File: config.mk
export PLATFORM = sky130hd
export DESIGN_NAME = cover_toggle_reporter
export DESIGN_NICKNAME = d
export VERILOG_FILES = /design/src/rtl/cover_toggle_reporter_pkg.sv /design/src/rtl/cover_toggle_reporter_pick_lowest.sv /design/src/rtl/cover_toggle_reporter.sv
export SDC_FILE = /design/constraint.sdc
export NUM_CORES = 1
export LEC_CHECK = 0
export CORE_ASPECT_RATIO = 0.9
export CORE_MARGIN = 5
export CORE_UTILIZATION = 45
export CTS_BUF_LIST = sky130_fd_sc_hd__clkbuf_4
export CTS_CLUSTER_DIAMETER = 120
export CTS_CLUSTER_SIZE = 12
export DETAILED_ROUTE_END_ITERATION = 12
export DONT_BUFFER_PORTS = 1
export PLACE_DENSITY = 0.68
export SYNTH_ARGS = -nofsm -noshare
export SYNTH_HDL_FRONTEND = slang
export SYNTH_SLANG_ARGS = --single-unit
File: constraint.sdc
create_clock -name gbl_clk -period 12.06 [get_ports gbl_clk]
set_input_delay 1.206 -clock gbl_clk [delete_from_list [all_inputs] [get_ports gbl_clk]]
set_output_delay 1.206 -clock gbl_clk [all_outputs]
set_load 0.1 [all_outputs]
File: src/rtl/cover_toggle_reporter_pkg.sv
// Shared types and helpers for the toggle-coverage reporter: index width,
// popcount and the (bit, direction) to point-number mapping.
package cover_toggle_pkg;

    localparam int IDX_W   = 64;
    localparam int MAX_PTS = 1024;
    localparam int POP_W   = $clog2(MAX_PTS + 1);

    function automatic logic [POP_W-1:0] popcount(input logic [MAX_PTS-1:0] vec);
        logic [POP_W-1:0] n;
        n = '0;
        for (int i = 0; i < MAX_PTS; i++) begin
            n = n + POP_W'(vec[i]);
        end
        return n;
    endfunction

    // dir = 0 for a rising edge, 1 for a falling edge
    function automatic int unsigned point_num(input int unsigned bit_idx, input logic dir);
        return 2 * bit_idx + 32'(dir);
    endfunction

endpackage

File: src/rtl/cover_toggle_reporter_pick_lowest.sv
// Lowest-set-bit priority encoder used to pick the next pending coverage point.
module cover_pick_lowest #(
    parameter int N = 52,
    localparam int IW = (N > 1) ? $clog2(N) : 1
) (
    input  logic [N-1:0]  vec,
    output logic          any,
    output logic [IW-1:0] idx
);

    always_comb begin
        any = |vec;
        idx = '0;
        for (int i = N - 1; i >= 0; i--) begin
            if (vec[i]) begin
                idx = IW'(i);
            end
        end
    end

endmodule

File: src/rtl/cover_toggle_reporter.sv
// Toggle-coverage source: records the first rise and fall of each observed bit
// and streams every newly covered point once as a global coverage index.
module cover_toggle_reporter
    import cover_toggle_pkg::*;
#(
    parameter int unsigned WIDTH       = 26,
    parameter int unsigned COVER_INDEX = 0,
    parameter int unsigned COVER_TOTAL = 28338,
    localparam int unsigned NPTS       = 2 * WIDTH,
    localparam int CNT_W               = $clog2(NPTS + 1)
) (
    input  logic             gbl_clk,
    input  logic             reset,
    input  logic [WIDTH-1:0] sig,
    input  logic             en,
    input  logic             clear,
    output logic             out_valid,
    input  logic             out_ready,
    output logic [IDX_W-1:0] out_index,
    output logic [CNT_W-1:0] covered_cnt,
    output logic             all_covered
);

    localparam int PW = (NPTS > 1) ? $clog2(NPTS) : 1;

    if (COVER_INDEX + NPTS > COVER_TOTAL) begin : g_range_err
        $error("cover_toggle_reporter: COVER_INDEX + NPTS exceeds COVER_TOTAL");
    end
    if (NPTS > MAX_PTS) begin : g_size_err
        $error("cover_toggle_reporter: NPTS exceeds MAX_PTS of cover_toggle_pkg");
    end

    logic [WIDTH-1:0] prev;
    logic             prev_valid;
    logic [NPTS-1:0]  covered;
    logic [NPTS-1:0]  pending;

    logic [WIDTH-1:0] rise;
    logic [WIDTH-1:0] fall;
    logic             edge_ok;
    logic [NPTS-1:0]  detected;
    logic [NPTS-1:0]  newly;
    logic [CNT_W:0]   cnt_sum;
    logic [CNT_W-1:0] cnt_next;
    logic             pick_any;
    logic [PW-1:0]    pick_idx;
    logic             load;
    logic [NPTS-1:0]  load_mask;

    assign edge_ok = en & prev_valid;
    assign rise    = sig & ~prev;
    assign fall    = ~sig & prev;

    for (genvar i = 0; i < WIDTH; i++) begin : g_points
        localparam int unsigned PR = point_num(i, 1'b0);
        localparam int unsigned PF = point_num(i, 1'b1);
        assign detected[PR] = rise[i] & edge_ok;
        assign detected[PF] = fall[i] & edge_ok;
    end

    assign newly = detected & ~covered;

    always_comb begin
        cnt_sum = {1'b0, covered_cnt} + (CNT_W + 1)'(popcount(MAX_PTS'(newly)));
        if (cnt_sum > (CNT_W + 1)'(NPTS)) begin
            cnt_next = CNT_W'(NPTS);
        end else begin
            cnt_next = cnt_sum[CNT_W-1:0];
        end
    end

    cover_pick_lowest #(
        .N (NPTS)
    ) u_pick (
        .vec (pending),
        .any (pick_any),
        .idx (pick_idx)
    );

    // The output register refills from pending only when the current beat is
    // free or leaving this cycle; a clear cycle never refills.
    assign load      = pick_any & ~clear & (~out_valid | out_ready);
    assign load_mask = load ? (NPTS'(1) << pick_idx) : '0;

    always_ff @(posedge gbl_clk) begin
        if (!reset) begin
            prev        <= '0;
            prev_valid  <= 1'b0;
            covered     <= '0;
            pending     <= '0;
            covered_cnt <= '0;
            out_valid   <= 1'b0;
            out_index   <= '0;
        end else begin
            if (en) begin
                prev       <= sig;
                prev_valid <= 1'b1;
            end

            if (clear) begin
                covered     <= '0;
                pending     <= '0;
                covered_cnt <= '0;
            end else begin
                covered     <= covered | newly;
                pending     <= (pending & ~load_mask) | newly;
                covered_cnt <= cnt_next;
            end

            if (load) begin
                out_valid <= 1'b1;
                out_index <= IDX_W'(COVER_INDEX) + IDX_W'(pick_idx);
            end else if (out_ready) begin
                out_valid <= 1'b0;
            end
        end
    end

    assign all_covered = (covered_cnt == CNT_W'(NPTS));

endmodule

==> metrics.txt <==
# TYPE chip_impl_metric gauge
chip_impl_info{name="outcome",value="completed"} 1
chip_impl_metric{name="power_density",unit="nW/um^2"} 133
chip_impl_metric{name="synthToLayoutAreaGrowth",unit="%"} 2.59
chip_impl_metric{name="drt-pass1-iter-count",unit=""} 6
chip_impl_metric{name="core",unit="sq um"} 18500
chip_impl_metric{name="ir_worst_vdd",unit="mV"} 0.0765
chip_impl_metric{name="grt_max_degree",unit=""} 83
chip_impl_info{name="ys_dominant_reg_cell",value="sky130_fd_sc_hd__dfxtp_1"} 1
chip_impl_metric{name="die_height",unit="microns"} 140
chip_impl_metric{name="combined_area_of_the_multi_input_logic_cells",unit="sq um"} 4720
chip_impl_metric{name="worst_skew_pair.late_latency",unit="ps"} 570
chip_impl_metric{name="cp.required",unit="ps"} 12530
chip_impl_metric{name="fillers",unit=""} 1788
chip_impl_metric{name="routed_length_per_placed_instance",unit="microns"} 17.3
chip_impl_metric{name="number_of_enable_type_register_cells_in_the_synthesized_netlist",unit=""} 0
chip_impl_metric{name="finish.net_count",unit=""} 1045
chip_impl_metric{name="finClkSkew",unit="ps"} 15.8
chip_impl_metric{name="setup-violations-final",unit=""} 0
chip_impl_metric{name="whs",unit="ps"} 475
chip_impl_metric{name="grt_pass1_wl",unit="microns"} 33500
chip_impl_metric{name="drt_iter0_markers",unit=""} 560
chip_impl_metric{name="drt_wl_total",unit="microns"} 20900
chip_impl_info{name="synth.area.top_cells",value="sky130_fd_sc_hd__dfxtp_1 (34%), sky130_fd_sc_hd__fa_1 (11%), sky130_fd_sc_hd__inv_1 (5.9%), sky130_fd_sc_hd__a31oi_1 (5.5%), sky130_fd_sc_hd__buf_4 (5.2%)"} 1
chip_impl_metric{name="yosys_reg_bits",unit=""} 144
chip_impl_metric{name="final_worst_path_cycle_share",unit=""} 0.634
chip_impl_metric{name="cts_hold_buf",unit=""} 0
chip_impl_metric{name="path_clk_slew",unit="ps"} 120
chip_impl_metric{name="yosys_warnings",unit=""} 0
chip_impl_metric{name="timing.critical_path.arrival",unit="ps"} 8120
chip_impl_metric{name="grt_pass1_vias",unit=""} 6114
chip_impl_metric{name="area_of_the_die",unit="sq um"} 21600
chip_impl_metric{name="grt_overflow_total",unit=""} 0
chip_impl_metric{name="report.power.total",unit="mW"} 1.16
chip_impl_metric{name="fin_crit",unit="ps"} 7640
chip_impl_info{name="kind_of_path_behind_the_tightest_hold_check",value="flip-flop to flip-flop"} 1
chip_impl_metric{name="finalMaxSlewViolations",unit=""} 0
chip_impl_metric{name="numClockSinks",unit=""} 144
chip_impl_metric{name="io_pins",unit=""} 103
chip_impl_metric{name="numPortBuffers",unit=""} 0
chip_impl_info{name="crit_path_end_kind",value="flip-flop"} 1
chip_impl_metric{name="viasPerCell",unit=""} 5.53
chip_impl_metric{name="dpl.hpwl",unit="microns"} 15500
chip_impl_info{name="cts_tree",value="done"} 1
chip_impl_info{name="grt_setup_unrepaired",value="no"} 1
chip_impl_info{name="holdCritStartpoint",value="covered[25]"} 1
chip_impl_metric{name="cts-buffers-inserted",unit=""} 17
chip_impl_metric{name="detailroute.via_count",unit=""} 6702
chip_impl_metric{name="synth.cell_area",unit="sq um"} 8460
chip_impl_info{name="crit_type",value="input port to flip-flop"} 1
chip_impl_metric{name="grtUsageTotal",unit=""} 0.193
chip_impl_metric{name="finalSetupTns",unit="ps"} 0
chip_impl_metric{name="worst_slew_pin_slew",unit="ps"} 1240
chip_impl_info{name="crit_path_start_kind",value="input port"} 1
chip_impl_info{name="post-synth-top-area-cell",value="sky130_fd_sc_hd__dfxtp_1"} 1
chip_impl_info{name="worst_r2r_startpoint",value="prev_valid"} 1
chip_impl_metric{name="synth_sequential_area_ratio",unit=""} 0.341
chip_impl_metric{name="maxClockFrequency",unit="MHz"} 131
chip_impl_metric{name="cts-root-to-sink-buffers",unit=""} 2
chip_impl_metric{name="drive_gt1_frac",unit=""} 0.0653
chip_impl_metric{name="htreeDepth",unit=""} 4
chip_impl_info{name="cts.root.buffer_cell",value="sky130_fd_sc_hd__clkbuf_4"} 1
chip_impl_metric{name="gp_congestion",unit=""} 0.875
chip_impl_metric{name="synth-async-reset-ratio",unit=""} 0
chip_impl_metric{name="timing.critical_path.fanout_max",unit=""} 52
chip_impl_metric{name="antenna_found_initial",unit=""} 1
chip_impl_metric{name="syn_avg_cell_area",unit="sq um"} 8.77
chip_impl_metric{name="post_cts.resized_instances",unit=""} 0
chip_impl_metric{name="floorplan.initialDensity",unit=""} 0.458
chip_impl_metric{name="route.antenna.remaining_nets",unit=""} 0
chip_impl_info{name="origin_of_the_worst_setup_path",value="en"} 1
chip_impl_metric{name="drv.max_cap_violation_count",unit=""} 0
chip_impl_metric{name="p_leak",unit="nW"} 3.48
chip_impl_metric{name="yosys.area.top_type_share",unit=""} 0.341
chip_impl_metric{name="hold_viol_final",unit=""} 0
chip_impl_metric{name="ff_latch_area",unit="sq um"} 2880
chip_impl_metric{name="max_slew_margin",unit=""} 0.170
chip_impl_metric{name="netlist_instances",unit=""} 965
chip_impl_metric{name="drc",unit=""} 0
chip_impl_metric{name="rows",unit=""} 47
chip_impl_metric{name="floorplan.die.width",unit="microns"} 155
chip_impl_metric{name="setup_fix_bufs_post_cts",unit=""} 0
chip_impl_metric{name="synth.distinct_cells",unit=""} 69
-- Yosys cell counts (3+ instances only) --
| master | n |
|---|---|
| sky130_fd_sc_hd__nand2_1 | 11 |
| sky130_fd_sc_hd__nand3_1 | 6 |
| sky130_fd_sc_hd__o31ai_1 | 5 |
| sky130_fd_sc_hd__nor2b_1 | 47 |
| sky130_fd_sc_hd__o21a_1 | 3 |
| sky130_fd_sc_hd__nor3_1 | 15 |
| sky130_fd_sc_hd__buf_4 | 59 |
| sky130_fd_sc_hd__or2_2 | 3 |
| sky130_fd_sc_hd__buf_2 | 3 |
| sky130_fd_sc_hd__dfxtp_1 | 144 |
| sky130_fd_sc_hd__a21oi_1 | 35 |
| sky130_fd_sc_hd__and3_1 | 4 |
| sky130_fd_sc_hd__inv_1 | 133 |
| sky130_fd_sc_hd__clkbuf_1 | 24 |
| sky130_fd_sc_hd__buf_1 | 6 |
| sky130_fd_sc_hd__nor4_1 | 36 |
| sky130_fd_sc_hd__mux2i_1 | 27 |
| sky130_fd_sc_hd__o31a_1 | 4 |
| sky130_fd_sc_hd__nor2_1 | 109 |
| sky130_fd_sc_hd__a21o_1 | 11 |
| sky130_fd_sc_hd__fa_1 | 46 |
| sky130_fd_sc_hd__a311oi_1 | 9 |
| sky130_fd_sc_hd__nor4_4 | 4 |
| sky130_fd_sc_hd__and2_1 | 4 |
| sky130_fd_sc_hd__o21ai_0 | 32 |
| sky130_fd_sc_hd__a31oi_1 | 74 |
| sky130_fd_sc_hd__o211ai_1 | 4 |
| sky130_fd_sc_hd__ha_1 | 15 |
| sky130_fd_sc_hd__or4_1 | 32 |
| sky130_fd_sc_hd__nand2b_1 | 7 |
-- kinds of logic after synthesis --
group	share of synthesized area
AND/OR/NAND/NOR	0.202
buffers and inverters	0.128
AO/OA/AOI/OAI	0.164
flip-flops	0.341
adder cells (fa/ha/maj)	0.131
multiplexers	0.0319
XOR/XNOR	0.00207
other	0.000443
-- worst paths after layout --
check,end,cells past startpoint,slack (ps)
min,covered[25],2,480
max reg2reg,covered_cnt[3],24,4690
min reg2reg,covered[25],2,480
max,covered_cnt[3],24,4420
-- per-stage QoR --
stage	std cells	cell area (sq um)	utilization	setup WS, ps
global placement	1179	8460	0.458	3970
CTS	1210	8680	0.470	4420
finish	1211	8680	0.470	4420
detailed placement	1179	8460	0.458	3810
floorplan	1022	8670	-	4290
global route	1211	8680	0.470	4030
-- per-layer routing --
layer / vias to the layer above / wire [microns] / global-route usage
met2: 234 / 9050 / 0.282
li1: 3226 / - / -
met3: 23 / 1470 / 0.0413
met5: - / 0 / 0
met1: 3219 / 10100 / 0.290
met4: 0 / 282 / 0.0465
-- power breakdown --
part / internal (mW) / switching (mW)
clock: 0.0813 / 0.179
sequential: 0.491 / 0.0625
combinational: 0.103 / 0.240
total: 0.676 / 0.482
-- layout make-up --
cell class	count	area share
Clock buffer	19	0.0164
Antenna cell	1	0.000288
Sequential cell	144	0.332
Timing Repair Buffer	5	0.00634
Tap cell	245	0.0353
Clock inverter	12	0.00822
Inverter	133	0.0575
Multi-Input combinational cell	652	0.544
-- critical path, stage by stage --
cell,delay [ps]
sky130_fd_sc_hd__nand2_1,30
sky130_fd_sc_hd__buf_4,270
sky130_fd_sc_hd__nor4_1,590
sky130_fd_sc_hd__fa_1,540
sky130_fd_sc_hd__inv_1,120
sky130_fd_sc_hd__fa_1,440
sky130_fd_sc_hd__fa_1,550
sky130_fd_sc_hd__inv_1,70
sky130_fd_sc_hd__fa_1,500
sky130_fd_sc_hd__inv_1,60
sky130_fd_sc_hd__fa_1,510
sky130_fd_sc_hd__fa_1,520
sky130_fd_sc_hd__fa_1,550
sky130_fd_sc_hd__inv_1,50
sky130_fd_sc_hd__fa_1,430
sky130_fd_sc_hd__inv_1,80
sky130_fd_sc_hd__fa_1,210
sky130_fd_sc_hd__nor2b_1,50
sky130_fd_sc_hd__o21ai_0,190
sky130_fd_sc_hd__a21oi_1,130
sky130_fd_sc_hd__or2_2,280
sky130_fd_sc_hd__o311ai_1,420
sky130_fd_sc_hd__nor2b_1,110
sky130_fd_sc_hd__and3_1,200
-- registers in the layout, summed over array words and instances (netlist names) --
register	flops
out_index	6
pending	52
covered	52
prev_valid	1
covered_cnt	6
prev	26
out_valid	1
-- placed cells by master, fill, tap and decap left out, types with 9 or more instances in the layout --
cell                       synthesis  final
sky130_fd_sc_hd__or4_1            32     32
sky130_fd_sc_hd__dfxtp_1         144    144
sky130_fd_sc_hd__a31oi_1          74     74
sky130_fd_sc_hd__mux2i_1          27     27
sky130_fd_sc_hd__nor3_1           15     14
sky130_fd_sc_hd__nor2b_1          47     47
sky130_fd_sc_hd__inv_1           133    133
sky130_fd_sc_hd__a21o_1           11     11
sky130_fd_sc_hd__nand2_1          11     11
sky130_fd_sc_hd__o21ai_0          32     32
sky130_fd_sc_hd__nor2_1          109    109
sky130_fd_sc_hd__clkbuf_4          0     19
sky130_fd_sc_hd__fa_1             46     46
sky130_fd_sc_hd__conb_1            1     58
sky130_fd_sc_hd__a21oi_1          35     35
sky130_fd_sc_hd__nor4_1           36     36
sky130_fd_sc_hd__ha_1             15     15
sky130_fd_sc_hd__a311oi_1          9      9
Note: power is estimated with default switching activity, not from simulation.
